--- config.mk ---
export PLATFORM = sky130hd
export DESIGN_NAME = i2s_tx
export DESIGN_NICKNAME = d
export VERILOG_FILES = /design/src/rtl/i2s_tx_pkg.sv /design/src/rtl/i2s_tx_sck_gen.sv /design/src/rtl/i2s_tx.sv
export SDC_FILE = /design/constraint.sdc
export NUM_CORES = 1
export LEC_CHECK = 0
export BUFFER_PORTS_ARGS = -buffer_cell sky130_fd_sc_hd__buf_2
export CAP_MARGIN = 15
export CORE_MARGIN = 2
export CORE_UTILIZATION = 51
export DETAILED_ROUTE_END_ITERATION = 10
export PLACE_DENSITY = 0.8
export SYNTH_ARGS = -nofsm -noshare
export SYNTH_HDL_FRONTEND = slang
export SYNTH_SLANG_ARGS = --single-unit
--- constraint.sdc ---
create_clock -name clk12m -period 2.06 [get_ports clk12m]
set_clock_uncertainty 0.2 [all_clocks]
set_input_delay 0.309 -clock clk12m [delete_from_list [all_inputs] [get_ports clk12m]]
set_output_delay 0.309 -clock clk12m [all_outputs]
set_load 0.03 [all_outputs]
--- src/rtl/i2s_tx_pkg.sv ---
// Shared I2S definitions: state encoding, idle line levels, slot helpers.
package i2s_tx_pkg;

  typedef enum logic {
    ST_IDLE = 1'b0,
    ST_RUN  = 1'b1
  } tx_state_e;

  localparam logic LRCLK_IDLE = 1'b1;
  localparam logic SCK_IDLE   = 1'b0;
  localparam logic SDATA_IDLE = 1'b0;

  // Width of a counter spanning the 2W slots of one stereo frame.
  function automatic int slot_cnt_w(input int w);
    return $clog2(2 * w);
  endfunction

  // LRCLK leads the MSB by one slot: high from the left LSB slot up to,
  // but not including, the right LSB slot.
  function automatic logic lrclk_for_slot(input int slot, input int w);
    return (slot >= w - 1) && (slot <= 2 * w - 2);
  endfunction

endpackage

--- src/rtl/i2s_tx_sck_gen.sv ---
// SCK divider: toggles SCK every SCK_HALF clocks, flags the toggling cycle.
module i2s_sck_gen #(
  parameter int SCK_HALF = 2
) (
  input  logic clk12m,
  input  logic reset_n,
  input  logic i_restart,
  output logic o_sck,
  output logic o_fall_tick,
  output logic o_rise_tick
);

  localparam int DW = (SCK_HALF > 1) ? $clog2(SCK_HALF) : 1;
  localparam logic [DW-1:0] TC = DW'(SCK_HALF - 1);

  logic [DW-1:0] r_div;
  logic          r_sck;
  logic          w_tc;

  assign w_tc = (r_div == TC);

  // Divider and SCK; restart parks both at zero so RUN starts phase-aligned.
  always_ff @(posedge clk12m or negedge reset_n) begin
    if (!reset_n) begin
      r_div <= '0;
      r_sck <= 1'b0;
    end else if (i_restart) begin
      r_div <= '0;
      r_sck <= 1'b0;
    end else if (w_tc) begin
      r_div <= '0;
      r_sck <= ~r_sck;
    end else begin
      r_div <= r_div + 1'b1;
    end
  end

  // Ticks are combinational so the consumer registers on the same edge SCK toggles.
  assign o_sck       = r_sck;
  assign o_fall_tick = !i_restart && w_tc && r_sck;
  assign o_rise_tick = !i_restart && w_tc && !r_sck;

endmodule

--- src/rtl/i2s_tx.sv ---
// I2S master transmitter: holding register, frame shift register, IDLE/RUN FSM.
module i2s_tx
  import i2s_tx_pkg::*;
#(
  parameter int SAMPLE_WIDTH = 8,
  parameter int SCK_HALF     = 2
) (
  input  logic                    clk12m,
  input  logic                    reset_n,
  input  logic                    enable,
  input  logic [SAMPLE_WIDTH-1:0] in_left,
  input  logic [SAMPLE_WIDTH-1:0] in_right,
  input  logic                    in_valid,
  output logic                    in_ready,
  output logic                    SCK,
  output logic                    LRCLK,
  output logic                    SDATA,
  output logic                    frame_start,
  output logic                    underrun,
  output logic                    busy
);

  localparam int W  = SAMPLE_WIDTH;
  localparam int SW = slot_cnt_w(W);
  localparam logic [SW-1:0] SLOT_LAST = SW'(2 * W - 1);

  tx_state_e       r_state, w_state_nxt;
  logic [SW-1:0]   r_slot, w_slot_nxt;
  logic            r_lrclk, w_lrclk_nxt;
  logic            r_sdata, w_sdata_nxt;
  logic [2*W-1:0]  r_shift, w_shift_nxt;
  logic [2*W-1:0]  r_hold, w_hold_nxt;
  logic            r_hold_full, w_hold_full_nxt;
  logic            r_frame_start, w_fs_nxt;
  logic            r_underrun, w_ur_nxt;
  logic            r_busy;
  logic            w_restart, w_fall_tick, w_rise_tick, w_xfer;
  logic            w_unused_rise;

  assign w_restart     = (r_state == ST_IDLE);
  assign w_xfer        = in_valid && !r_hold_full;
  assign w_unused_rise = w_rise_tick;

  i2s_sck_gen #(.SCK_HALF(SCK_HALF)) u_sck_gen (
    .clk12m      (clk12m),
    .reset_n     (reset_n),
    .i_restart   (w_restart),
    .o_sck       (SCK),
    .o_fall_tick (w_fall_tick),
    .o_rise_tick (w_rise_tick)
  );

  // Next-state and next-output logic; everything visible is registered below.
  always_comb begin
    w_state_nxt     = r_state;
    w_slot_nxt      = r_slot;
    w_lrclk_nxt     = r_lrclk;
    w_sdata_nxt     = r_sdata;
    w_shift_nxt     = r_shift;
    w_hold_nxt      = r_hold;
    w_hold_full_nxt = r_hold_full;
    w_fs_nxt        = 1'b0;
    w_ur_nxt        = 1'b0;
    case (r_state)
      ST_IDLE: begin
        w_lrclk_nxt = LRCLK_IDLE;
        w_sdata_nxt = SDATA_IDLE;
        if (enable) begin
          // Start in the pre-slot so the first fall tick opens slot 0.
          w_state_nxt = ST_RUN;
          w_slot_nxt  = SLOT_LAST;
          w_lrclk_nxt = lrclk_for_slot(2 * W - 1, W);
          w_sdata_nxt = 1'b0;
          w_shift_nxt = '0;
        end
      end
      ST_RUN: begin
        if (w_fall_tick) begin
          if (r_slot == SLOT_LAST) begin
            if (!enable) begin
              w_state_nxt = ST_IDLE;
              w_lrclk_nxt = LRCLK_IDLE;
              w_sdata_nxt = SDATA_IDLE;
            end else begin
              // Load uses the pre-transfer holding content; a same-cycle
              // transfer is kept for the following frame.
              w_slot_nxt  = '0;
              w_lrclk_nxt = lrclk_for_slot(0, W);
              w_fs_nxt    = 1'b1;
              if (r_hold_full) begin
                w_shift_nxt     = r_hold;
                w_hold_full_nxt = 1'b0;
              end else begin
                w_shift_nxt = '0;
                w_ur_nxt    = 1'b1;
              end
              w_sdata_nxt = w_shift_nxt[2*W-1];
            end
          end else begin
            w_slot_nxt  = r_slot + 1'b1;
            w_lrclk_nxt = lrclk_for_slot(int'(r_slot) + 1, W);
            w_shift_nxt = {r_shift[2*W-2:0], 1'b0};
            w_sdata_nxt = r_shift[2*W-2];
          end
        end
      end
      default: w_state_nxt = ST_IDLE;
    endcase
    if (w_xfer) begin
      w_hold_nxt      = {in_left, in_right};
      w_hold_full_nxt = 1'b1;
    end
  end

  // State and output registers; reset drops any held pair.
  always_ff @(posedge clk12m or negedge reset_n) begin
    if (!reset_n) begin
      r_state       <= ST_IDLE;
      r_slot        <= '0;
      r_lrclk       <= LRCLK_IDLE;
      r_sdata       <= SDATA_IDLE;
      r_shift       <= '0;
      r_hold        <= '0;
      r_hold_full   <= 1'b0;
      r_frame_start <= 1'b0;
      r_underrun    <= 1'b0;
      r_busy        <= 1'b0;
    end else begin
      r_state       <= w_state_nxt;
      r_slot        <= w_slot_nxt;
      r_lrclk       <= w_lrclk_nxt;
      r_sdata       <= w_sdata_nxt;
      r_shift       <= w_shift_nxt;
      r_hold        <= w_hold_nxt;
      r_hold_full   <= w_hold_full_nxt;
      r_frame_start <= w_fs_nxt;
      r_underrun    <= w_ur_nxt;
      r_busy        <= (w_state_nxt == ST_RUN);
    end
  end

  assign in_ready    = !r_hold_full;
  assign LRCLK       = r_lrclk;
  assign SDATA       = r_sdata;
  assign frame_start = r_frame_start;
  assign underrun    = r_underrun;
  assign busy        = r_busy;

endmodule

==> impl_results.md, run 1 <==
* Final Wtd Congestion at about 0.94
* Footprint of the multi-input gates at ~910 um2
* Synthesized Nets at between 200 and 250
* Status: finished, final reports clean
* Post-CTS Resized at 0
* Critical path's largest stage delay at about 430 ps
* Post-Layout Inst Area at approximately 2400 um2
* CTS Buffer Depth at 2
* Worst ir drop on vdd at just over 900 uV
* Drt pass-1 iters at 4
* Die Area at 4660 um2
* Fillers at approximately 330
* Hold slack at about 40 ps
* Area contributors post-synth: dfrtp_1, mux2_2, mux2_4
* Top flop regs: r_hold: 16 flops, r_shift: 15 flops, r_slot: 4 flops
* Hold crit path type: in2reg
* Total track usage at roughly 20%
* Area share of the leading cell type in the synthesized netlist at 49.9%
* Number of remaining DRC errors at 0
* Reg area at approximately 1100 um2
* Die Span X at around 70 um
* Crit path max fanout at 5
* Post-synthesis cell type count at 36
* CP startpoint kind: flop
* Initial Util at between 50 and 60%
* Biggest register: r_hold
* Cells after DPL at 260
* Post-layout util at 60.6%
* TNS Setup at 0 ps
* Share of cells above drive strength 1 at a little over a third
* Area growth from synthesis to layout at 15.0%
* Placement row count at 23
* # H-tree levels at 2
* Post-synthesis sequential area ratio at between 50 and 60%
* Hold Crit Start: in_right[3]
* Initial DRC count at between 80 and 90
* Unrepaired setup endpoints after global routing: false
* Post-CTS setup buffer count at 0
* Reg2reg setup slack at between 100 and 150 ps
* First-pass GRT wire length at just under 7 mm
* # nets final at approximately 240
* Setup crit start: r_slot[0]
* Pin count of the biggest net entering global routing at 44
* Worst slew pin tran at about 520 ps
* Seq cells post-synth at between 40 and 50
* Crit share post-route at 94.3%
* Via/cell ratio at approximately 5.5
* Max reg flops at 16
* Worst path slowest cell: dfrtp_1
* Setup crit end kind: flop
* Antenna Nets Post-Route at 0
* Critical path cell sequence: inv_1 > ha_1 > nor4b_1 > a221oi_1 > a221o_1
* Worst-path clk slew at about 80 ps
* Total Routed Length at between 4 and 5 mm
* Core area at between 4000 and 5000 um2
* Dominant cell type by area after synthesis: dfrtp_1
* Max transition margin at approximately two thirds
* Port buffer count at 26
* Total global routing overflow at 0
* CTS root buffer: clkbuf_8
* CP Data Arrival Time at about 2000 ps
* IO Count at 27
* Cells after Synth at ~190
* Reg2reg start: r_slot[0]
* Max Slew Vio Count at 0
* Most frequent cells in the layout: dfrtp_1, buf_2, mux2_2, nand2_1, nand3_1
* Final min period at between 1500 and 2000 ps
* Clk sinks at between 40 and 50
* Cell Area, Synth at about 2100 um2
* Post-CTS Hold Buffers at 1
* Vias in the first global route at between 1000 and 1500
* Detailed placement HPWL at 2.82 mm
* Most common cell after layout, fill and taps aside: dfrtp_1
* Final hold vios at 0
* Number of antenna diodes at 0
* Number of CTS-inserted buffers at 5
* Leak at between 1 and 1.5 nW
* Initial antenna violation count at 0
* Setup Crit Path Kind: reg2reg
* FMAX at 515 MHz
* Mean Syn Cell Area at around 11 um2
* DR WL/cell at around 15 um
* CTS tree: built
* Area after DPL at between 2000 and 2500 um2
* YS warnings at 0
* Total number of vias at ~1500
* Max-cap viol count at 0
* Pwr/cell area at about 1500 nW/um2
* Req. time, crit path at 2080 ps
* Cell Count, Final, Fillers Out at roughly 270
* Clk_lat worst skew at around 290 ps
* Die H at slightly below 70 um
* Setup violations, final at 0
-- final timing paths --
kind / end / cells after the start
max: LRCLK / 5
min reg2reg: r_shift[13] / 1
max reg2reg: LRCLK / 5
min: r_hold[3] / 2
min in group asynchronous: r_hold[6] / 3
max in group asynchronous: LRCLK / 3
-- metrics by stage --
| step | power (mW) | setup slack (ps) |
|---|---|---|
| after global placement | 3.01 | 260 |
| final | 3.71 | 117 |
| after detailed placement | 3.09 | 206 |
| after CTS | 3.73 | 172 |
| after floorplan | 2.72 | 7.20 |
| after global routing | 3.95 | 31.0 |
-- cells in the mapped netlist, drive strengths merged --
master	instances
ha	3
o311ai	1
o21ai	2
a21o	1
dfstp	1
clkbuf	6
nor2b	1
mux2	32
nand2	22
xnor2	2
nor4	1
nor4b	1
o221ai	1
clkinv	1
a221o	1
buf	7
o211ai	1
a211oi	1
a221oi	1
o21bai	1
a21oi	18
o21a	1
o22ai	2
and3	2
dfrtp	42
a22oi	1
nand3	20
nor2	4
a311o	1
inv	7
a21boi	1
-- per-layer routing --
layer / up-vias / share of wire [%] / wire length (um) / GRT usage (%)
met4: 0 / 1.2 / 48 / 8.00
li1: 718 / - / - / -
met5: - / 0 / 0 / 0
met2: 33 / 49 / 2020 / 31.6
met1: 717 / 45 / 1840 / 27.0
met3: 6 / 4.5 / 182 / 5.26
-- cells by family after synthesis --
kind of cell,after synthesis,synth area share (%)
AOI/OAI and AO/OA,34,10.9
DFF,43,51.1
muxes,32,18.7
and+or+nand+nor,51,11.2
adders and majority gates,3,1.78
xor gates and xnor gates,2,0.832
buffers and inverters,21,5.46
-- where the power goes --
group          switching, mW  internal, mW  leakage, nW  total, mW
Sequential             0.234          1.19        0.529       1.42
Clock                  0.275         0.355       0.0513      0.631
Combinational          0.810         0.844        0.540       1.65
-- worst max-delay path: cells and delay by family, from the launching register on --
| kind | cells | cell delay (ps) |
|---|---|---|
| buffers and inverters | 1 | 100 |
| and+or+nand+nor | 1 | 320 |
| DFF | 1 | 430 |
| adders and majority gates | 1 | 350 |
| AOI/OAI and AO/OA | 2 | 490 |
-- final cells by class --
type	instances	area share [%]
Clock inverter	1	1.24
Sequential cell	43	44.5
Multi-Input combinational cell	122	37.8
Tap cell	50	2.58
Timing Repair Buffer	38	9.71
Inverter	8	1.24
Clock buffer	6	3.00
(Power assumes the default switching activity.)
==> run 2: changes to the inputs <==
--- a/config.mk
+++ b/config.mk
@@ -8,9 +8,9 @@
 export BUFFER_PORTS_ARGS = -buffer_cell sky130_fd_sc_hd__buf_2
 export CAP_MARGIN = 15
 export CORE_MARGIN = 2
-export CORE_UTILIZATION = 51
+export CORE_UTILIZATION = 60
 export DETAILED_ROUTE_END_ITERATION = 10
-export PLACE_DENSITY = 0.8
+export PLACE_DENSITY = 0.88
 export SYNTH_ARGS = -nofsm -noshare
 export SYNTH_HDL_FRONTEND = slang
 export SYNTH_SLANG_ARGS = --single-unit
==> constraint.sdc (replaced) <==
create_clock -name clk12m -period 2.52 [get_ports clk12m]
set_clock_uncertainty 0.2 [all_clocks]
set_input_delay 0.378 -clock clk12m [delete_from_list [all_inputs] [get_ports clk12m]]
set_output_delay 0.378 -clock clk12m [all_outputs]
set_load 0.03 [all_outputs]
==> run 2 against run 1 <==
Net effect: core utilization rose by 8.9 points; register-to-register slack improved by 250 ps; wire length fell by 7.1%; combinational power fell by 24%.
==> impl_results.md, run 2 (synthesis results as in run 1) <==
* Status: finished, final reports clean
* Core area at 3360 um2
* # nets final at roughly 240
* Initial Util at about 63%
* Initial DRC count at 107
* Number of CTS-inserted buffers at 5
* Clk_lat worst skew at 360 ps
* Most frequent cells in the layout: dfrtp_1, buf_2, mux2_2, nand2_1, nand3_1
* Max-cap viol count at 0
* Worst slew pin tran at approximately 430 ps
* Vias in the first global route at about 1400
* Number of remaining DRC errors at 0
* Worst R2R End: r_shift[5]
* Leak at between 1 and 1.5 nW
* Most common cell after layout, fill and taps aside: dfrtp_1
* Hold crit path type: in2reg
* Reg area at between 1000 and 1500 um2
* Antenna Nets Post-Route at 0
* Die Area at about 4000 um2
* Detailed placement HPWL at 2.79 mm
* # H-tree levels at 2
* First-pass GRT wire length at 6.69 mm
* Final min period at approximately 2200 ps
* Area growth from synthesis to layout at 10.9%
* Top Usage Layer GRT: met2
* Setup ws final at approximately 370 ps
* Port buffer count at 26
* Global Route met3 Usage at 5.18%
* Total Routed Length at approximately 3.8 mm
* Grt met1 use at between 30% and 40%
* CTS tree: built
* DR WL/cell at between 10 and 15 um
* Number of antenna diodes at 0
* Final Wtd Congestion at approximately 0.83
* Post-place setup slack at a little under 400 ps
* Setup violations, final at 0
* Crit share post-route at around 85%
* Drt pass-1 iters at 4
* Die Span X at 63.3 um
* Footprint of the multi-input gates at about 910 um2
* Clk sinks at between 40 and 50
* Overall Power at around 2.8 mW
* Total global routing overflow at 0
* Total number of vias at between 1000 and 1500
* Placement row count at 21
* Max reg flops at 16
* Total track usage at 21.8%
* Cells after DPL at ~250
* Final hold vios at 0
* Post-CTS Resized at 0
* Fillers at approximately 270
* R2R cell count at 5
* FMAX at roughly 470 MHz
* CP startpoint kind: flop
* Req. time, crit path at 2580 ps
* M2 GR Usage at a little under a third
* CTS Buffer Depth at 2
* IO Count at 27
* Worst ir drop on vdd at approximately 570 uV
* Hold Path End: r_hold[2]
* Max transition margin at 71.4%
* Reg2reg start: r_slot[0]
* Post-layout util at a little over two thirds
* Cell Count, Final, Fillers Out at between 200 and 300
* Hold path cells at 2
* Worst-path clk slew at ~130 ps
* Via/cell ratio at approximately 5.6
* Crit path max fanout at 18
* Initial antenna violation count at 0
* Max Slew Vio Count at 0
* Area after DPL at ~2300 um2
* Biggest register: r_hold
* Reg2reg setup slack at around 370 ps
* Setup crit end kind: flop
* Pwr/cell area at ~1200 nW/um2
* Setup Crit Path Kind: reg2reg
* Hold Crit Start: in_right[2]
* Die H at about 63 um
* Hold slack at 40.7 ps
* TNS Setup at 0 ps
* Unrepaired setup endpoints after global routing: false
* Post-Layout Inst Area at ~2300 um2
* Top flop regs: r_hold: 16 flops, r_shift: 15 flops, r_slot: 4 flops
* CP Data Arrival Time at 2210 ps
* CTS root buffer: clkbuf_4
* Pin count of the biggest net entering global routing at 25
* Share of cells above drive strength 1 at a little over a third
-- run 2: cell count changes in the layout (fill, tap and decap cells not counted) --
cell / previous run / this run
buf_12: 1 / 0
buf_4: 10 / 8
bufinv_16: 1 / 0
clkbuf_1: 1 / 0
clkbuf_4: 0 / 5
clkbuf_8: 5 / 0
clkinv_2: 0 / 1
clkinvlp_4: 0 / 2
-- run 2: routing by layer --
layer  vias to the layer above  part of all wire (%)
met2                        49                    45
li1                        712                     -
met1                       706                    47
met5                         -                     0
met4                         0                   1.7
met3                         7                   5.8
-- run 2: worst max path at each step --
stage                         start          to  slack [ps]  depth (start not counted)
after floorplan           r_slot[0]  r_shift[0]         450                          7
after global placement    r_slot[0]  r_shift[3]         440                          5
after detailed placement  r_slot[0]  r_shift[5]         380                          5
after CTS                 r_slot[0]  r_shift[5]         370                          5
after global routing      r_slot[0]  r_shift[0]         280                          5
final                     r_slot[0]  r_shift[5]         370                          5
-- run 2: timing repair --
| item | in CTS | in global routing |
|---|---|---|
| hold buffers | 1 | 0 |
| hold endpoints to repair | 19 | 0 |
| setup buffers | 0 | 0 |
-- run 2: cell type report --
class                   instances  share of cell area, %
clock buffers                   5                   1.61
clock inverters                 3                  0.857
inverters                       8                   1.28
multi-input cells             122                   39.1
flip-flops and latches         43                   46.1
well taps                      46                   2.46
repair buffers                 35                   8.57
-- run 2: worst max-delay path: stages, from the launching register on --
cell	delay (ps)
dfrtp_1	450
ha_1	320
and3_4	270
o22ai_4	270
buf_4	240
mux2_4	310
-- run 2: power by group --
group	switching, mW	internal, mW	total [mW]
Sequential	0.226	0.968	1.19
Clock	0.232	0.107	0.338
Combinational	0.613	0.639	1.25
==> run 3: changes to the inputs <==
--- a/config.mk
+++ b/config.mk
@@ -7,6 +7,7 @@
 export LEC_CHECK = 0
 export BUFFER_PORTS_ARGS = -buffer_cell sky130_fd_sc_hd__buf_2
 export CAP_MARGIN = 15
+export CORE_ASPECT_RATIO = 0.8
 export CORE_MARGIN = 2
 export CORE_UTILIZATION = 60
 export DETAILED_ROUTE_END_ITERATION = 10
==> run 3 against run 2 <==
Net effect: clock power grew 37%; total power grew 5.0%; flip-flop and latch count is the same; largest cell class unchanged.
==> impl_results.md, run 3 (synthesis results as in run 1) <==
* Status: finished, final reports clean
* DR WL/cell at 16.1 um
* Post-CTS Hold Buffers at 1
* Clk sinks at 43
* Footprint of the multi-input gates at ~910 um2
* Most common cell after layout, fill and taps aside: dfrtp_1
* Hold crit path type: in2reg
* Most frequent cells in the layout: dfrtp_1, buf_2, mux2_2, nand2_1, nand3_1
* Setup crit end kind: flop
* Biggest register: r_hold
* Post-CTS Resized at 0
* Core area at 3400 um2
* Leak at between 1 and 1.5 nW
* Crit path max fanout at 18
* Total track usage at around 23%
* CP Data Arrival Time at 2260 ps
* Final Wtd Congestion at approximately 0.88
* Grt met1 use at roughly 29%
* Hold slack at slightly above 100 ps
* CTS root buffer: clkbuf_8
* Req. time, crit path at 2510 ps
* Vias in the first global route at between 1500 and 2000
* Max reg flops at 16
* CTS tree: built
* CTS Buffer Depth at 2
* Reg2reg start: r_slot[0]
* Global Route met3 Usage at 7.95%
* Setup Crit Path Kind: reg2reg
* Top Usage Layer GRT: met2
* Via/cell ratio at 5.80
* Area growth from synthesis to layout at 12.3%
* Setup crit start: r_slot[0]
* Share of cells above drive strength 1 at between 30% and 40%
* Pin count of the biggest net entering global routing at between 40 and 50
* Die Span X at about 70 um
* M2 GR Usage at between 30% and 40%
* Final hold vios at 0
* Worst-path clk slew at ~80 ps
* Reg area at 1080 um2
* Detailed placement HPWL at between 2 and 3 mm
* Hold Crit Start: in_right[7]
* Worst slew pin tran at between 500 and 600 ps
* Pwr/cell area at 1240 nW/um2
* Top flop regs: r_hold: 16 flops, r_shift: 15 flops, r_slot: 4 flops
* Post-layout util at 69.6%
* Crit share post-route at 90.3%
* Port buffer count at 26
* Placement row count at 19
* Die Area at around 4000 um2
* Number of remaining DRC errors at 0
* Fillers at 240
* # H-tree levels at 2
* Number of antenna diodes at 0
* Initial antenna violation count at 0
* IO Count at 27
* Initial Util at approximately 62%
* Clk_lat worst skew at around 300 ps
* Total Routed Length at between 4 and 5 mm
* Max Slew Vio Count at 0
* Worst ir drop on vdd at 637 uV
* Antenna Nets Post-Route at 0
* First-pass GRT wire length at 7.06 mm
* Total global routing overflow at 0
* Setup violations, final at 0
* Unrepaired setup endpoints after global routing: false
* Post-CTS setup buffer count at 0
* Drt pass-1 iters at 4
* FMAX at roughly 440 MHz
* # nets final at ~240
* Initial DRC count at 54
* TNS Setup at 0 ps
* Max-cap viol count at 0
* Die H at approximately 57 um
* CP startpoint kind: flop
* Total number of vias at 1491
* Number of CTS-inserted buffers at 5
* Max transition margin at roughly 66%
* Final min period at roughly 2300 ps
-- run 3: cell types whose count changed in the layout (fill, tap and decap cells not counted) --
cell and delta:
clkinv_2 -1, buf_4 -1, clkbuf_8 +6, clkbuf_4 -5, clkinvlp_4 -1, clkinv_4 +1
-- run 3: layer usage --
layer	vias up	share of wire, %
li1	709	-
met1	747	44
met2	28	50
met3	7	3.7
met4	0	1.4
met5	-	0
-- run 3: worst max-delay path, stage by stage (launching register included) --
cell and delay, ps:
dfrtp_1 430, ha_1 340, and3_4 280, o22ai_4 310, buf_4 290, mux2_4 320
-- run 3: where the power goes --
group	leakage [nW]	switching, mW	total (mW)	internal [mW]
combinational	0.516	0.644	1.27	0.627
clock	0.0474	0.241	0.464	0.224
sequential	0.529	0.218	1.19	0.970
-- run 3: area by class of cell --
| type | instances | share of cell area (%) |
|---|---|---|
| sequential | 43 | 45.5 |
| multi-input combinational | 122 | 38.7 |
| timing repair buffer | 34 | 8.14 |
| clock buffer | 6 | 3.49 |
| tap | 42 | 2.22 |
| inverter | 8 | 1.27 |
| clock inverter | 2 | 0.687 |
-- run 3: worst paths after layout --
kind | cells past startpoint | slack, ps | to
hold / removal | 2 | 100 | r_hold[7]
setup / recovery | 5 | 250 | r_shift[4]
min in group asynchronous | 3 | 470 | r_hold[9]
hold reg to reg | 1 | 310 | r_hold[5]
max in group asynchronous | 3 | 1290 | LRCLK
setup reg to reg | 5 | 250 | r_shift[4]
-- run 3: through the flow --
step / area [um2] / instances / power [mW] / setup WS [ps]
final: 2370 / 257 / 2.92 / 245
after global routing: 2370 / 257 / 3.12 / 182
after CTS: 2370 / 257 / 2.93 / 270
after detailed placement: 2260 / 248 / 2.46 / 285
after global placement: 2260 / 248 / 2.38 / 352
after floorplan: 2110 / 186 / 2.22 / 445
